### src/rtl/svutest_req_rsp_sender.sv
// rtl/svutest_req_rsp_sender.sv - queued req/rsp sender with outstanding limit and response timeout
//
// Test-case code pushes payloads into a FIFO. Each payload is issued as a one-cycle
// registered req pulse, at most MAX_OUTSTANDING requests await rsp, and stalled
// responses (timeout) or responses nobody asked for (unexpected_rsp) raise sticky flags.
//
// Ports:
//   clk, rst            clock, asynchronous active-high reset
//   push, push_payload  enqueue strobe and data; push_ready is FIFO-not-full
//   req, req_payload    registered request pulse and its payload
//   rsp                 response pulse, one per request
//   clear               clears sticky flags and the timer
//   queued, outstanding FIFO occupancy, requests awaiting rsp
//   rsp_count           accepted responses (wraps)
//   timeout             sticky response timeout
//   unexpected_rsp      sticky rsp with nothing outstanding
//   idle                nothing queued, nothing outstanding, no req
module svutest_req_rsp_sender #(
    parameter int W_PAYLOAD       = 32,
    parameter int DEPTH           = 8,
    parameter int MAX_OUTSTANDING = 4,
    parameter int TIMEOUT         = 64
) (
    input  logic                               clk,
    input  logic                               rst,
    input  logic                               push,
    input  logic [W_PAYLOAD-1:0]               push_payload,
    output logic                               push_ready,
    output logic                               req,
    output logic [W_PAYLOAD-1:0]               req_payload,
    input  logic                               rsp,
    input  logic                               clear,
    output logic [$clog2(DEPTH+1)-1:0]         queued,
    output logic [$clog2(MAX_OUTSTANDING+1)-1:0] outstanding,
    output logic [31:0]                        rsp_count,
    output logic                               timeout,
    output logic                               unexpected_rsp,
    output logic                               idle
);

    localparam int PW = $clog2(DEPTH);
    localparam int QW = $clog2(DEPTH + 1);
    localparam int OW = $clog2(MAX_OUTSTANDING + 1);
    localparam int TW = (TIMEOUT > 0) ? $clog2(TIMEOUT + 1) : 1;

    localparam logic [QW-1:0] DEPTH_Q   = QW'(DEPTH);
    localparam logic [OW-1:0] MAX_OUT_O = OW'(MAX_OUTSTANDING);
    localparam logic [TW-1:0] TIMEOUT_T = TW'(TIMEOUT);

    logic [W_PAYLOAD-1:0] mem [DEPTH];
    logic [PW-1:0]        wr_ptr;
    logic [PW-1:0]        rd_ptr;
    logic [TW-1:0]        timer;
    logic [TW-1:0]        timer_next;

    logic push_ok;
    logic issue;
    logic rsp_ok;
    logic timeout_hit;

    // Fullness comes from registered occupancy only, so a same-edge pop never
    // lets a full FIFO take a push.
    assign push_ready = !rst && (queued != DEPTH_Q);
    assign push_ok    = push && push_ready;
    assign issue      = (queued != '0) && (outstanding < MAX_OUT_O) && !timeout;
    assign rsp_ok     = rsp && (outstanding != '0);
    assign idle       = (queued == '0) && (outstanding == '0) && !req;

    always_comb begin
        timer_next = timer;
        if (TIMEOUT == 0 || clear || outstanding == '0 || rsp_ok) begin
            timer_next = '0;
        end else if (timer != TIMEOUT_T) begin
            timer_next = timer + TW'(1);
        end
    end

    // Raised on the edge where the timer arrives at TIMEOUT; clear wins.
    assign timeout_hit = (TIMEOUT > 0) && !clear && (timer_next == TIMEOUT_T);

    // Storage carries no reset: emptiness is defined by the pointers and count.
    always_ff @(posedge clk) begin
        if (push_ok) begin
            mem[wr_ptr] <= push_payload;
        end
    end

    always_ff @(posedge clk or posedge rst) begin
        if (rst) begin
            wr_ptr         <= '0;
            rd_ptr         <= '0;
            queued         <= '0;
            outstanding    <= '0;
            req            <= 1'b0;
            req_payload    <= '0;
            rsp_count      <= '0;
            timer          <= '0;
            timeout        <= 1'b0;
            unexpected_rsp <= 1'b0;
        end else begin
            if (push_ok) begin
                wr_ptr <= wr_ptr + PW'(1);
            end

            req <= issue;
            if (issue) begin
                req_payload <= mem[rd_ptr];
                rd_ptr      <= rd_ptr + PW'(1);
            end

            case ({push_ok, issue})
                2'b10:   queued <= queued + QW'(1);
                2'b01:   queued <= queued - QW'(1);
                default: queued <= queued;
            endcase

            case ({issue, rsp_ok})
                2'b10:   outstanding <= outstanding + OW'(1);
                2'b01:   outstanding <= outstanding - OW'(1);
                default: outstanding <= outstanding;
            endcase

            if (rsp_ok) begin
                rsp_count <= rsp_count + 32'd1;
            end

            timer <= timer_next;

            if (clear) begin
                timeout <= 1'b0;
            end else if (timeout_hit) begin
                timeout <= 1'b1;
            end

            if (clear) begin
                unexpected_rsp <= 1'b0;
            end else if (rsp && outstanding == '0) begin
                unexpected_rsp <= 1'b1;
            end
        end
    end

endmodule

### config.mk
export PLATFORM = sky130hd
export DESIGN_NAME = svutest_req_rsp_sender
export DESIGN_NICKNAME = d
export VERILOG_FILES = /design/src/rtl/svutest_req_rsp_sender.sv
export SDC_FILE = /design/constraint.sdc
export NUM_CORES = 1
export LEC_CHECK = 0
export ABC_AREA = 1
export BUFFER_PORTS_ARGS = -buffer_cell sky130_fd_sc_hd__buf_4
export CORE_MARGIN = 2
export CORE_UTILIZATION = 25
export DETAILED_ROUTE_END_ITERATION = 10
export SLEW_MARGIN = 20
export SYNTH_ARGS = -nofsm -noshare
export SYNTH_HDL_FRONTEND = slang
export SYNTH_SLANG_ARGS = --single-unit
### constraint.sdc
create_clock -name clk -period 3.9 [get_ports clk]
set_input_delay 0.195 -clock clk [delete_from_list [all_inputs] [get_ports clk]]
set_output_delay 0.195 -clock clk [all_outputs]
set_load 0.005 [all_outputs]
==> impl_metrics.prom <==
# TYPE chip_impl_metric gauge
chip_impl_metric{name="p_sw",unit="µW"} 4030
chip_impl_info{name="cp_top_family",value="simple AND/OR/NAND/NOR gates"} 1
chip_impl_metric{name="via_count",unit=""} 9622
chip_impl_metric{name="clock_edge_transition_at_the_registers_on_the_reported_setup_and_hold_paths",unit="ns"} 0.06
chip_impl_metric{name="timing.slew.headroom",unit="%"} 39.4
chip_impl_metric{name="detail_route.vias_per_cell",unit=""} 4.31
chip_impl_metric{name="global_route_wire_length_before_repair",unit="mm"} 52.3
chip_impl_metric{name="finalSetupViolations",unit=""} 0
chip_impl_metric{name="via_count_of_the_first_global_routing_pass",unit=""} 9256
chip_impl_metric{name="global_route.usage.met2",unit="%"} 17.8
chip_impl_metric{name="antennaDiodeCount",unit=""} 0
chip_impl_metric{name="syn_to_final_growth",unit="%"} 22.9
chip_impl_metric{name="globalRoute.totalOverflow",unit=""} 0
chip_impl_metric{name="reg2reg_setup_slack",unit="ns"} 1.10
chip_impl_metric{name="period_minus_slack",unit="ns"} 2.80
chip_impl_metric{name="pin_count_of_the_biggest_net_entering_global_routing",unit=""} 99
chip_impl_metric{name="worst-path-max-fanout",unit=""} 24
chip_impl_info{name="critical-path-top-cell-by-count",value="nand2_1"} 1
chip_impl_metric{name="grt_use_met1",unit="%"} 15.3
chip_impl_metric{name="tritoncts.num_buffers",unit=""} 37
chip_impl_metric{name="clock.fmax",unit="MHz"} 357
chip_impl_metric{name="portBuffers",unit=""} 112
chip_impl_metric{name="synth_area",unit="µm²"} 14500
chip_impl_metric{name="post-layout-total-power",unit="µW"} 11900
chip_impl_metric{name="design.die.area",unit="µm²"} 60100
chip_impl_metric{name="syn_nets",unit=""} 1342
chip_impl_metric{name="final_min_period_over_clock_period",unit="%"} 71.9
chip_impl_metric{name="grt_antenna_before_repair",unit=""} 0
chip_impl_info{name="crit_type",value="reg -> reg"} 1
chip_impl_metric{name="path_buf_inv",unit=""} 2
chip_impl_metric{name="drc_marker_count_from_the_first_detailed_route_iteration",unit=""} 741
chip_impl_metric{name="gp_routability_congestion",unit=""} 0.802
chip_impl_metric{name="synth_top_area_share",unit="%"} 52.9
chip_impl_metric{name="cts_max_level",unit=""} 2
chip_impl_metric{name="timing_max_transition_violations_final",unit=""} 0
chip_impl_metric{name="drt_first_pass_iters",unit=""} 5
chip_impl_metric{name="cp.required",unit="ns"} 4.14
chip_impl_metric{name="gr_usage_total",unit="%"} 11.1
chip_impl_metric{name="syn_avg_cell_area",unit="µm²"} 11.2
chip_impl_metric{name="globalRouteMet3Util",unit="%"} 2.08
chip_impl_metric{name="yosysSeqAreaShare",unit="%"} 67.9
chip_impl_info{name="worst_setup_path_startpoint",value="queued[0]"} 1
chip_impl_info{name="critical_path.reg2reg.endpoint",value="mem[5][22]"} 1
chip_impl_metric{name="p_clk_share",unit="%"} 29.9
chip_impl_metric{name="finalWirelength",unit="mm"} 33.4
chip_impl_metric{name="drt.antenna.violating_nets",unit=""} 0
chip_impl_metric{name="drive_gt1_share",unit="%"} 15.4
chip_impl_metric{name="finalHoldViolCount",unit=""} 0
chip_impl_info{name="cpMaxStageDelayCell",value="nor2_4"} 1
chip_impl_metric{name="power_report.internal_total",unit="µW"} 7820
chip_impl_metric{name="routed_wire_length_per_instance",unit="µm"} 15.0
chip_impl_info{name="status",value="finished, final reports clean"} 1
chip_impl_metric{name="synth_enable_flop_cells",unit=""} 256
chip_impl_info{name="cts_tree",value="done"} 1
chip_impl_metric{name="switching_portion_of_total_power",unit="%"} 34.0
chip_impl_metric{name="die_wd",unit="µm"} 245
chip_impl_info{name="yosysMostFrequentCell",value="edfxtp_1"} 1
chip_impl_info{name="timing.critical_path.cells",value="nor2_1 -> a31oi_1 -> nand2_1 -> inv_1 -> nand2_1 -> nor2_4 -> buf_4"} 1
chip_impl_metric{name="rows",unit=""} 88
chip_impl_metric{name="initial_core_utilization",unit="%"} 25.2
chip_impl_info{name="postSynth.topFlopCell",value="edfxtp_1"} 1
chip_impl_metric{name="clk-insertion-delay-late",unit="ns"} 0.54
chip_impl_info{name="crit_path_start_kind",value="flop"} 1
chip_impl_metric{name="postSynthRegisterBits",unit=""} 343
chip_impl_metric{name="dp.final_hpwl",unit="mm"} 21.0
chip_impl_metric{name="r2r_cells",unit=""} 7
chip_impl_metric{name="synthesis.yosys.warnings",unit=""} 0
chip_impl_metric{name="post_cts_resize_count",unit=""} 0
chip_impl_info{name="grt_setup_unrepaired",value="false"} 1
chip_impl_info{name="globalRoute.busiestLayer",value="met2"} 1
chip_impl_metric{name="io-pin-count",unit=""} 113
chip_impl_metric{name="min_path_cells",unit=""} 4
chip_impl_metric{name="final.setup.tns",unit="ns"} 0
chip_impl_info{name="synth.top_cells.by_area",value="edfxtp_1 (53%), dfrtp_1 (15%), nand2_1 (6.4%)"} 1
chip_impl_metric{name="clkSinkCount",unit=""} 343
chip_impl_metric{name="timing.critical_path.slowest_cell_delay",unit="ns"} 0.76
chip_impl_metric{name="detailed_route_drc_error_count",unit=""} 0
chip_impl_metric{name="post_synth_num_cell_types",unit=""} 35
chip_impl_info{name="regToRegStartpoint",value="queued[0]"} 1
chip_impl_metric{name="final_layout_net_count",unit=""} 1486
chip_impl_metric{name="levels_on_crit_path",unit=""} 7
chip_impl_metric{name="comb_power_share",unit="%"} 27.8
chip_impl_metric{name="die_height",unit="µm"} 245
chip_impl_metric{name="vdd.ir_drop.worst",unit="V"} 0.000356
chip_impl_info{name="yosys-top-cells-count",value="edfxtp_1 (256), nand2_1 (246), inv_1 (181)"} 1
chip_impl_info{name="post-synth-top-area-cell",value="edfxtp_1"} 1
chip_impl_info{name="endpoint_kind",value="flop"} 1
chip_impl_metric{name="ys_async_sr_fraction",unit="%"} 25.4
chip_impl_metric{name="cellPowerDensity",unit="nW/µm²"} 664
chip_impl_info{name="clk_root_buffer_cell",value="clkbuf_16"} 1
chip_impl_metric{name="crit_arrival",unit="ns"} 3.05
chip_impl_metric{name="total_leakage_power",unit="µW"} 0.00723
chip_impl_info{name="critical_path.endpoint",value="mem[5][22]"} 1
chip_impl_metric{name="clockBufferDepth",unit=""} 3
chip_impl_metric{name="timing_worst_slew_pin_value",unit="ns"} 0.907
chip_impl_info{name="worst_hold_path_type",value="in -> reg"} 1
chip_impl_metric{name="worst_clock_skew_on_the_final_layout",unit="ns"} 0.0233
chip_impl_metric{name="power_frac_seq",unit="%"} 42.3
chip_impl_metric{name="post_synth_inst_count",unit=""} 1295
chip_impl_metric{name="fp.coreArea",unit="µm²"} 57600
chip_impl_metric{name="maxCapViolCount",unit=""} 0
-- metrics by stage --
step	hold slack (ns)	instance area [µm²]	std cells	utilization, %	setup WS (ns)
2_1_floorplan	0.276	14500	1295	-	1.01
3_3_place_gp	0.375	16300	2130	28.2	1.18
3_5_place_dp	0.376	16300	2130	28.2	1.06
4_1_cts	0.0240	17800	2232	31.0	1.07
5_1_grt	0.0549	17900	2233	31.0	0.878
6_report	0.0414	17900	2233	31.0	1.10
-- layer usage --
metal | part of all wire, % | vias up
met4 | 1.6 | 0
met2 | 46 | 256
met5 | 0 | -
met3 | 5.7 | 46
li1 | - | 4679
met1 | 47 | 4641
-- cell usage in the layout, fill, tap and decap left out, types with 8 or more instances in the layout --
master / instances
ha_1: 9
edfxtp_1: 256
clkbuf_1: 13
inv_1: 179
dlygate4sd3_1: 34
clkbuf_16: 38
dfrtp_1: 84
buf_4: 124
a21oi_1: 66
nor2_4: 12
o211ai_1: 64
inv_2: 9
nand3_1: 119
xor2_1: 19
o21ai_0: 71
nor3_1: 8
xnor2_1: 12
nor2_1: 45
nand2_1: 246
-- flip-flops by register name, indices dropped and copies added, names as in the netlist, 3 cells and up --
name / cells
rsp_count: 32
outstanding: 3
mem: 256
timer: 7
rd_ptr: 3
queued: 4
req_payload: 32
wr_ptr: 3
-- cell families (layout without fill, tap and decap cells) --
logic type      after synthesis  count (layout)  share of synthesized area (%)
fa+ha+maj                    10              10                          0.913
flops                       343             343                           67.9
simple gates                460             460                           14.2
xor+xnor                     32              32                           1.98
buf+inv                     245             418                           6.78
compound gates              205             205                           8.21
-- repair_timing --
| action | in CTS | in global routing |
|---|---|---|
| hold buffers | 34 | 0 |
| hold endpoints to repair | 323 | 0 |
| setup buffers | 0 | 0 |
-- cell type report --
type | count | area, µm²
repair buffers | 161 | 1340
well taps | 765 | 957
fillers | 5762 | 39700
flip-flops and latches | 343 | 9870
multi-input cells | 707 | 3740
clock buffers | 55 | 1050
clock inverters | 13 | 176
inverters | 189 | 712
-- worst min-delay path: stages --
cell and delay [ns]:
buf_4 0.10, inv_2 0.03, nor2_1 0.09, o21a_1 0.11
-- worst min-delay path by stage --
stage	start	to	slack (ns)
floorplan	clear	timeout	0.28
global placement	clear	timeout	0.38
detailed placement	clear	timeout	0.38
CTS	rsp	unexpected_rsp	0.02
global route	rsp	unexpected_rsp	0.05
finish	rsp	unexpected_rsp	0.04
-- power by group through the flow --
stage | sequential [µW] | clock (µW) | combinational (µW)
2_1_floorplan | 4770 | 0 | 2350
3_3_place_gp | 5050 | 0 | 3240
3_5_place_dp | 5090 | 0 | 3320
4_1_cts | 5020 | 3640 | 3360
5_1_grt | 5090 | 3810 | 3770
6_report | 5010 | 3550 | 3290
No activity file was read; power rests on OpenSTA's default activity.
